[src/rtl/adder_tree_bias.sv]
// Pipelined signed adder tree with a per-vector bias, saturation and optional ReLU.
// log2(N_IN) pairwise-add stages feed one bias/saturate stage; a single stall enable covers all.
module adder_tree_bias #(
  parameter int unsigned N_IN = 8,
  parameter int unsigned DW   = 16,
  parameter int unsigned BW   = 8
) (
  input  logic               clk,
  input  logic               rst,
  input  logic               in_valid,
  output logic               in_ready,
  input  logic [N_IN*DW-1:0] din,
  input  logic [2:0]         bias_sel,
  input  logic               relu_en,
  input  logic               bias_we,
  input  logic [2:0]         bias_waddr,
  input  logic [BW-1:0]      bias_wdata,
  output logic               out_valid,
  input  logic               out_ready,
  output logic [DW-1:0]      dout,
  output logic               sat
);

  localparam int unsigned L  = $clog2(N_IN);
  localparam int unsigned SW = DW + L;
  localparam int unsigned FW = SW + 1;

  // Bit offset of tree level s inside the flat lvl bus (level 0 is din).
  function automatic int unsigned lvl_off(input int unsigned s);
    int unsigned off;
    off = 0;
    for (int unsigned j = 0; j < s; j++) begin
      off += (N_IN >> j) * (DW + j);
    end
    return off;
  endfunction

  localparam int unsigned TOFF  = lvl_off(L);
  localparam int unsigned LVL_W = TOFF + SW;

  logic [LVL_W-1:0] lvl;
  logic [BW-1:0]    bias_tab [8];
  logic [L:1]       vld_q;
  logic [L:1]       relu_q;
  logic [BW-1:0]    bias_q [L:1];
  logic [SW-1:0]    tsum;
  logic [FW-1:0]    full;
  logic [DW-1:0]    res;
  logic             res_sat;

  assign in_ready       = !out_valid || out_ready;
  assign lvl[N_IN*DW-1:0] = din;

  always_ff @(posedge clk) begin
    if (rst) begin
      bias_tab[0] <= BW'(8'h17);
      bias_tab[1] <= BW'(8'h1B);
      bias_tab[2] <= BW'(8'h0A);
      bias_tab[3] <= BW'(8'h1F);
      bias_tab[4] <= BW'(8'h14);
      bias_tab[5] <= BW'(8'h17);
      bias_tab[6] <= BW'(8'h23);
      bias_tab[7] <= BW'(8'h06);
    end else if (bias_we) begin
      bias_tab[bias_waddr] <= bias_wdata;
    end
  end

  for (genvar s = 1; s <= L; s++) begin : g_stage
    localparam int unsigned IW   = DW + s - 1;
    localparam int unsigned OW   = DW + s;
    localparam int unsigned M    = N_IN >> s;
    localparam int unsigned IOFF = lvl_off(s - 1);
    localparam int unsigned OOFF = lvl_off(s);

    logic [M*OW-1:0] sum_d;
    logic [M*OW-1:0] sum_q;

    always_comb begin
      logic [IW-1:0] a;
      logic [IW-1:0] b;
      sum_d = '0;
      a     = '0;
      b     = '0;
      for (int unsigned k = 0; k < M; k++) begin
        a = lvl[IOFF + 2*k*IW +: IW];
        b = lvl[IOFF + (2*k+1)*IW +: IW];
        sum_d[k*OW +: OW] = {a[IW-1], a} + {b[IW-1], b};
      end
    end

    always_ff @(posedge clk) begin
      if (in_ready) begin
        sum_q <= sum_d;
      end
    end

    assign lvl[OOFF +: M*OW] = sum_q;
  end

  // Side-band: bias value is read at acceptance and travels with its vector.
  always_ff @(posedge clk) begin
    if (in_ready) begin
      relu_q[1] <= relu_en;
      bias_q[1] <= bias_tab[bias_sel];
      for (int unsigned s = 2; s <= L; s++) begin
        relu_q[s] <= relu_q[s-1];
        bias_q[s] <= bias_q[s-1];
      end
    end
  end

  assign tsum = lvl[TOFF +: SW];

  always_comb begin
    full    = {tsum[SW-1], tsum} + {{(FW-BW){bias_q[L][BW-1]}}, bias_q[L]};
    res     = full[DW-1:0];
    res_sat = 1'b0;
    // Out of range when the bits above the DW sign bit are not a pure sign extension.
    if (full[FW-1:DW-1] != '0 && full[FW-1:DW-1] != '1) begin
      res_sat = 1'b1;
      res     = full[FW-1] ? {1'b1, {(DW-1){1'b0}}} : {1'b0, {(DW-1){1'b1}}};
    end
    if (relu_q[L] && res[DW-1]) begin
      res     = '0;
      res_sat = 1'b0;
    end
  end

  always_ff @(posedge clk) begin
    if (rst) begin
      vld_q     <= '0;
      out_valid <= 1'b0;
      dout      <= '0;
      sat       <= 1'b0;
    end else if (in_ready) begin
      vld_q[1] <= in_valid;
      for (int unsigned s = 2; s <= L; s++) begin
        vld_q[s] <= vld_q[s-1];
      end
      out_valid <= vld_q[L];
      dout      <= res;
      sat       <= res_sat;
    end
  end

endmodule

[config.mk]
export PLATFORM = sky130hd
export DESIGN_NAME = adder_tree_bias
export DESIGN_NICKNAME = d
export VERILOG_FILES = /design/src/rtl/adder_tree_bias.sv
export SDC_FILE = /design/constraint.sdc
export NUM_CORES = 1
export LEC_CHECK = 0
export ABC_AREA = 1
export BUFFER_PORTS_ARGS = -buffer_cell sky130_fd_sc_hd__buf_2
export CORE_UTILIZATION = 40
export CTS_BUF_LIST = sky130_fd_sc_hd__clkbuf_8
export DETAILED_ROUTE_END_ITERATION = 8
export GPL_ROUTABILITY_DRIVEN = 0
export SLEW_MARGIN = 10
export SYNTH_ARGS = -nofsm -noshare
export SYNTH_HDL_FRONTEND = slang
export SYNTH_SLANG_ARGS = --single-unit
export TNS_END_PERCENT = 30
[constraint.sdc]
create_clock -name clk -period 12.65 [get_ports clk]
set_input_delay 1.265 -clock clk [delete_from_list [all_inputs] [get_ports clk]]
set_output_delay 1.265 -clock clk [all_outputs]
set_load 0.01 [all_outputs]
# Yosys cells after proc, flatten, opt, wreduce, memory -nomap -nowiden
# Memory sizes are Yosys's and may differ from the RTL's.
# Index checks and enable logic that the tools add are counted.
# op_classes
bitwise	0
shift	0
muxes	15
magnitude_cmp	0
n_reduce_logical	6
eq_ne	1
multipliers	0
div_mod_pow	0
n_addsub	8
# op_table
op	count
adder 16 x 16 -> 17 bit	4
two-way mux 16 bit	3
adder 17 x 17 -> 18 bit	2
adder 19 x 8 -> 20 bit	1
adder 18 x 18 -> 19 bit	1
two-way mux 1 bit	10
two-way mux 8 bit	1
OR reduction 8 bit	1
!= test 5 bit (second input constant)	1
nonzero test 5 bit	1
two-way mux 3 bit	1
logical AND 1 bit	2
zero test 1 bit	1
logical OR 1 bit	1
# word_totals
latch_bits	0
ramBits	88
mem_bits_ro	0
n_memories	2
wordCells	40
out_inout_bits	19
ff_bits	147
in_bits	148
# memory_table
name	words	width	rd	rd_clocked_by_memory_dff	write_ports	line	source
bias_tab	8	8	1	0	8	42	logic [BW-1:0] bias_tab [8];
bias_q	3	8	3	0	3	45	logic [BW-1:0] bias_q [L:1];

# Logic depth before layout (Yosys ltp)
# Gate-level depths: netlist of the first run.
# logic_depth
word_depth	6
depth_mapped	18
ltp_nobuf	17

# Least setup slack after synthesis of the first run
# No wires, ideal clock.
# synth_timing
kind	input -> register
startpoint	input port out_ready
endpoint	register, netlist name bias_q[0][10]
setup_time_ns	1.456
n_path_buf	0
cell_stages	2
t_required_ns	11.194
slack_ns	6.830
t_arrival_ns	4.365
path_cell_list	nor2_1 > clkinv_1
# synth_rtl
element	line	source
from (decl)	19	input logic out_ready,

# Worst setup path in the final report of the first run
# layout_timing
startpoint	input port out_ready
endpoint	output port in_ready
# layout_between
elab_chain_len	1
# layout_lines
element	line	source
logical OR 1 bit	51	assign in_ready = !out_valid || out_ready;
to (decl)	11	output logic in_ready,
# Every way passes these cells.

==> results of run 1 <==
-- registers in the layout, summed over array words and instances (netlist names) --
name	cells
bias_q	24
relu_q	3
dout	16
sat	1
out_valid	1
vld_q	3
bias_tab	64
g_stage.sum_q	123
-- layer usage --
layer / up-vias / GRT usage / part of all wire
li1: 5547 / - / -
met1: 4831 / 0.2228 / 0.47
met2: 253 / 0.2787 / 0.46
met3: 60 / 0.02300 / 0.047
met4: 0 / 0.05015 / 0.024
met5: - / 0 / 0
-- power breakdown --
group          switching [mW]  internal [mW]
Sequential             0.0775           1.11
Combinational           0.915          0.569
Clock                   0.319          0.396
-- cells in the mapped netlist, drive strengths merged, types with 12 or more instances --
| cell | count |
|---|---|
| nand2 | 318 |
| edfxtp | 214 |
| nor2 | 158 |
| inv | 154 |
| a21oi | 135 |
| ha | 135 |
| o21ai | 85 |
| xor2 | 75 |
| nand3 | 55 |
| xnor2 | 40 |
| dfxtp | 21 |
| clkbuf | 14 |
| a21o | 13 |
| a21boi | 12 |
| nor3 | 12 |
-- cell families after synthesis --
kind of cell | Yosys count | share of synthesized area
buf+inv | 172 | 0.04638
compound gates | 277 | 0.1092
flops | 235 | 0.4825
xor+xnor | 115 | 0.07099
simple gates | 557 | 0.1606
fa+ha+maj | 143 | 0.1303
-- stage by stage --
step,worst slack [ps],cells
floorplan,6830,1499
global placement,8920,2105
detailed placement,8922,2105
CTS,8906,2180
global route,8813,2180
finish,8935,2180
-- area by class of cell --
cell class	instances	area [sq um]
inverters	155	586.8
clock buffers	45	619.3
clock inverters	30	230.2
flip-flops and latches	235	6847
well taps	455	569.3
repair buffers	168	845.8
fillers	3285	18330
multi-input cells	1092	6684
-- worst max-delay path, stage by stage --
cell and delay (ps):
buf_2 70, nor2_1 30, buf_4 200, inv_6 530, buf_2 260
-- path summary, 6_finish.rpt --
kind	endpoint	slack, ps
max	in_ready	8940
min	bias_q[0][29]	400
max reg2reg	dout[3]	9690
min reg2reg	bias_q[0][29]	400
==> results.md, run 1 <==
- # resized after CTS: 0
- Fin nets: 1985
- Critical Path RT: between 10000 and 15000 ps
- Via density: 4.904
- Seq/Total Area, Yosys: 0.4825
- Antenna violations before repair: 0
- Critical path capture point type: output port
- Yosys top cell by area: edfxtp_1
- Placed cell area: 15530 sq um
- Worst-case clock skew: 41.04 ps
- Number of flops mapped to enable cells by yosys: 214
- Depth of the worst register-to-register path: 17
- Worst slew pin tran: 933.8 ps
- Num CTS Buffers: 42
- WL final: 29860 microns
- Final Max Slew Viols: 0
- Syn nets: 1790
- Worst Setup Start Kind: input port
- Synth Cell Area: 14190 sq um
- Final setup TNS: 0 ps
- Yosys warnings: 0
- Hold path startpoint: bias_q[0][21]
- DRC Markers: 0
- Async S/R FF share, synth: 0
- Initial DRC count: ~620
- Worst EP arrival: 2450 ps
- Max_slew headroom: 0.3768
- Reg-to-Reg Start: g_stage[3].sum_q[0]
- Pwr dens: 206.9 nW/um^2
- Most common cell after layout, fill and taps aside: nand2_1
- Min Hold Slack: a little under 400 ps
- Wire per inst: 13.70 microns
- LEAKAGE: 7.497 nW
- Die Wd: 190.3 microns
- Final period util: 0.2937
- Initial Utilization: 0.4087
- CTS sink count: 235
- Most frequent cells in the layout: nand2_1, edfxtp_1, buf_2, inv_1, nor2_1
- Crit Path Category: in2out
- Antenna viol nets, final: 0
- Layout cells sized above 1: 0.1496
- Global-route wire length before repair: 48910 microns
- # rows: 68
- Status: completed
- CTS tree: built
- Period minus WS final: between 3000 and 4000 ps
- Peak Freq: 0.2692 GHz
- CTS max path bufs: 3
- Hold Vio Cnt, Final: 0
- Dominant synthesized flop cell: edfxtp_1
- RSZ-0062 raised after global routing: no
- Hold Buf Count CTS: 0
- Clk_lat worst skew: 570 ps
- Final setup vio count: 0
- Area Overhead vs Synth: 15.46%
- Hold Path Depth: 0
- Max Fanout on Critical Path: 85
- Gate Count Post-Synth: 1499
- Num ports: approximately 170
- CP startpoint: out_ready
- Synth cell types: 42
- Max cap viols: 0
- Via count: ~11000
- Pin count of the biggest net entering global routing: 86
- Die H: 190.3 microns
- Post-CTS Setup Bufs: 0
- Area of all placed cells without fillers: roughly 16000 sq um
- Clock root cell: clkbuf_8
- Ant diodes: 0
- Total grt overflow: 0
- Die area: 36230 sq um
- H-tree levels: 2
- Power, Total: 3.389 mW
- Clock transition at path regs: 60 ps
- Top-area cell type share of the netlist area: 0.4529
- Peak supply drop: 0.1104 mV
- DP HPWL: between 20000 and 25000 microns
- Vias in the first global route: 10350
- Synth area leaders: edfxtp_1, ha_1, nand2_1
- Core area: 34710 sq um
- IO Port Bufs: roughly 170
- Post-layout util: 0.4719
- Avg Cell Area, Syn: 9.465 sq um
- Flops & latches, synth: about 240
- Total track usage: 0.1664
- Worst Hold Class: reg2reg
- Drt pass-1 iters: 5
Note: power is estimated with default switching activity, not from simulation.
==> inputs of run 2 (changes only) <==
==> constraint.sdc (replaced) <==
create_clock -name clk -period 3.6 [get_ports clk]
set_input_delay 0.36 -clock clk [delete_from_list [all_inputs] [get_ports clk]]
set_output_delay 0.36 -clock clk [all_outputs]
set_load 0.01 [all_outputs]
==> results.md, run 2 (synthesized netlist as in run 1, its figures left out) <==
- Via count: 10630 (was 10690)
- Critical Path RT: 4060 ps (was 11390 ps)
- Num ports: 167 (unchanged)
- Clock transition at path regs: 60 ps (about the same)
- DP HPWL: 22870 microns (was 22600 microns)
- Final Max Slew Viols: 0 (unchanged)
- Die area: 36230 sq um (unchanged)
- Fin nets: 1990 (was 1985)
- Global-route wire length before repair: 49570 microns (was 48910 microns)
- Final setup TNS: 0 ps (unchanged)
- Worst slew pin tran: 901.0 ps (was 933.8 ps)
- Most common cell after layout, fill and taps aside: nand2_1 (unchanged)
- Switch Pwr: 4.573 mW (was 1.312 mW)
- CTS sink count: 235 (unchanged)
- Peak Freq: between 0.3 and 0.4 GHz
- Max reg flops: 123 (unchanged)
- Core area: 34710 sq um (unchanged)
- Total grt overflow: 0 (unchanged)
- Vias in the first global route: 10480 (was 10350)
- Initial Utilization: 0.4087 (unchanged)
- Total track usage: 0.1684 (was 0.1664)
- Ant diodes: 0 (unchanged)
- Crit Path Category: reg2reg (was in2out)
- Max cap viols: 0 (unchanged)
- Max_slew headroom: 0.3987 (was 0.3768)
- Largest Register: g_stage.sum_q (unchanged)
- Int Power: 7.387 mW (was 2.077 mW)
- # rows: 68 (unchanged)
- Clk_lat worst skew: 530 ps (was 570 ps)
- CTS max path bufs: 3 (unchanged)
- Antenna violations before repair: 0 (unchanged)
- Num CTS Buffers: 40 (was 42)
- Layout cells sized above 1: 0.1487 (was 0.1496)
- Worst Hold Class: in2reg (was reg2reg)
- Logic pwr share: 0.438 (about the same)
- Worst Setup Start Kind: flop (was input port)
- # resized after CTS: 0 (unchanged)
- Hold Vio Cnt, Final: 0 (unchanged)
- Critical path cell sequence: ha_1 > nand2_2 > inv_1 > nand2_1 > nand2_1 > a21oi_1 > nand2_1 > nand2_1 > nand2_1 > nor2_1 > nand3_2 > nand2_4 > nand2_4 > nor2_4 > nand2_1 > a21oi_2 (was buf_2 > nor2_1 > buf_4 > inv_6 > buf_2)
- Final setup vio count: 0 (unchanged)
- Post-layout util: 0.4735 (was 0.4719)
- Power, Total: 11.96 mW (was 3.389 mW)
- Wire per inst: 13.67 microns (was 13.70 microns)
- Clock root cell: clkbuf_8 (unchanged)
- Drt pass-1 iters: 5 (unchanged)
- Status: completed (unchanged)
- CP peak stage delay: 580 ps (was 530 ps)
- Die H: 190.3 microns (unchanged)
- Worst EP arrival: 3330 ps (was 2450 ps)
- Worst-case clock skew: 14.83 ps (was 41.04 ps)
- Period minus WS final: 2874 ps
- Registers with the most flip-flops: g_stage.sum_q (123), bias_tab (64), bias_q (24) (unchanged)
- CP max-delay cell: edfxtp_1 (was inv_6)
- Most frequent cells in the layout: nand2_1, edfxtp_1, buf_2, inv_1, nor2_1 (unchanged)
- Via density: 4.869 (was 4.904)
- WL final: 29850 microns (was 29860 microns)
- CTS tree: built (unchanged)
- Seq pwr share: 0.349 (was 0.351)
- Antenna viol nets, final: 0 (unchanged)
- Die Wd: 190.3 microns (unchanged)
- Pin count of the biggest net entering global routing: 82 (was 86)
- Most common cell on crit path: nand2_1 (was buf_2)
- Post-CTS Setup Bufs: 0 (unchanged)
- IO Port Bufs: 166 (unchanged)
- Max Fanout on Critical Path: 16 (was 85)
- DRC Markers: 0 (unchanged)
- LEAKAGE: 7.515 nW (was 7.497 nW)
- Total of fill cells in the finished design: 3268 (was 3285)
- Sw Share: 0.3823 (was 0.3870)
- Critical path capture point type: flop (was output port)
- Initial DRC count: 521 (was 624)
- Area Overhead vs Synth: 15.85% (was 15.46%)
- Pwr dens: 727.6 nW/um^2 (was 206.9 nW/um^2)
- Final period util: 0.7983
- RSZ-0062 raised after global routing: no (unchanged)
- Clk network pwr share: 0.212 (was 0.211)
- Peak supply drop: 0.3487 mV (was 0.1104 mV)
- H-tree levels: 2 (unchanged)
run 2: what timing repair did:
action | 4_1_cts | 5_1_grt
hold buffers | 1 | 0
hold endpoints to repair | 1 | 0
endpoints found under the setup margin | 0 | 0
run 2: cell type report:
cell class              count  area (sq um)  share of cell area
clock buffers              40         550.5             0.03349
inverters                 155         586.8             0.03570
flip-flops and latches    235          6847              0.4165
clock inverters            31         286.5             0.01743
well taps                 455         569.3             0.03464
repair buffers            175         913.4             0.05557
multi-input cells        1092          6684              0.4066
run 2: metrics by stage:
step	hold slack [ps]	std cells	setup slack (ps)	cell area, sq um
after floorplan	400.3	1499	616.5	14190
after global placement	401.6	2111	815.0	15590
after detailed placement	404.5	2111	717.1	15590
after CTS	82.73	2183	702.9	16440
after global routing	96.65	2183	455.0	16440
final	102.0	2183	726.0	16440
run 2: worst paths after layout:
path,slack [ps],start,cells past startpoint,endpoint
max reg2reg,730,bias_q[0][31],16,dout[11]
min reg2reg,420,bias_q[0][9],0,bias_q[0][17]
min,100,in_valid,3,vld_q[1]
max,730,bias_q[0][31],16,dout[11]
run 2: metal layers:
metal | vias to the layer above | GRT usage | part of all wire
met3 | 45 | 0.02300 | 0.038
met1 | 4821 | 0.2283 | 0.48
met4 | 0 | 0.04338 | 0.019
li1 | 5545 | - | -
met5 | - | 0 | 0
met2 | 219 | 0.2820 | 0.46
run 2: critical path, delay by kind of cell (launching register included):
kind / cells / cell delay, ps
AO/OA/AOI/OAI: 2 / 370
adder cells (fa/ha/maj): 1 / 440
buffers and inverters: 1 / 50
flip-flops: 1 / 580
AND/OR/NAND/NOR: 12 / 1360
run 2: power by group through the flow:
stage	combinational (mW)	sequential [mW]	clock (mW)
after floorplan	4.06	4.14	0
after global placement	5.19	4.23	0
after detailed placement	5.24	4.23	0
after CTS	5.27	4.18	2.61
after global routing	5.97	4.24	2.72
final	5.24	4.18	2.54
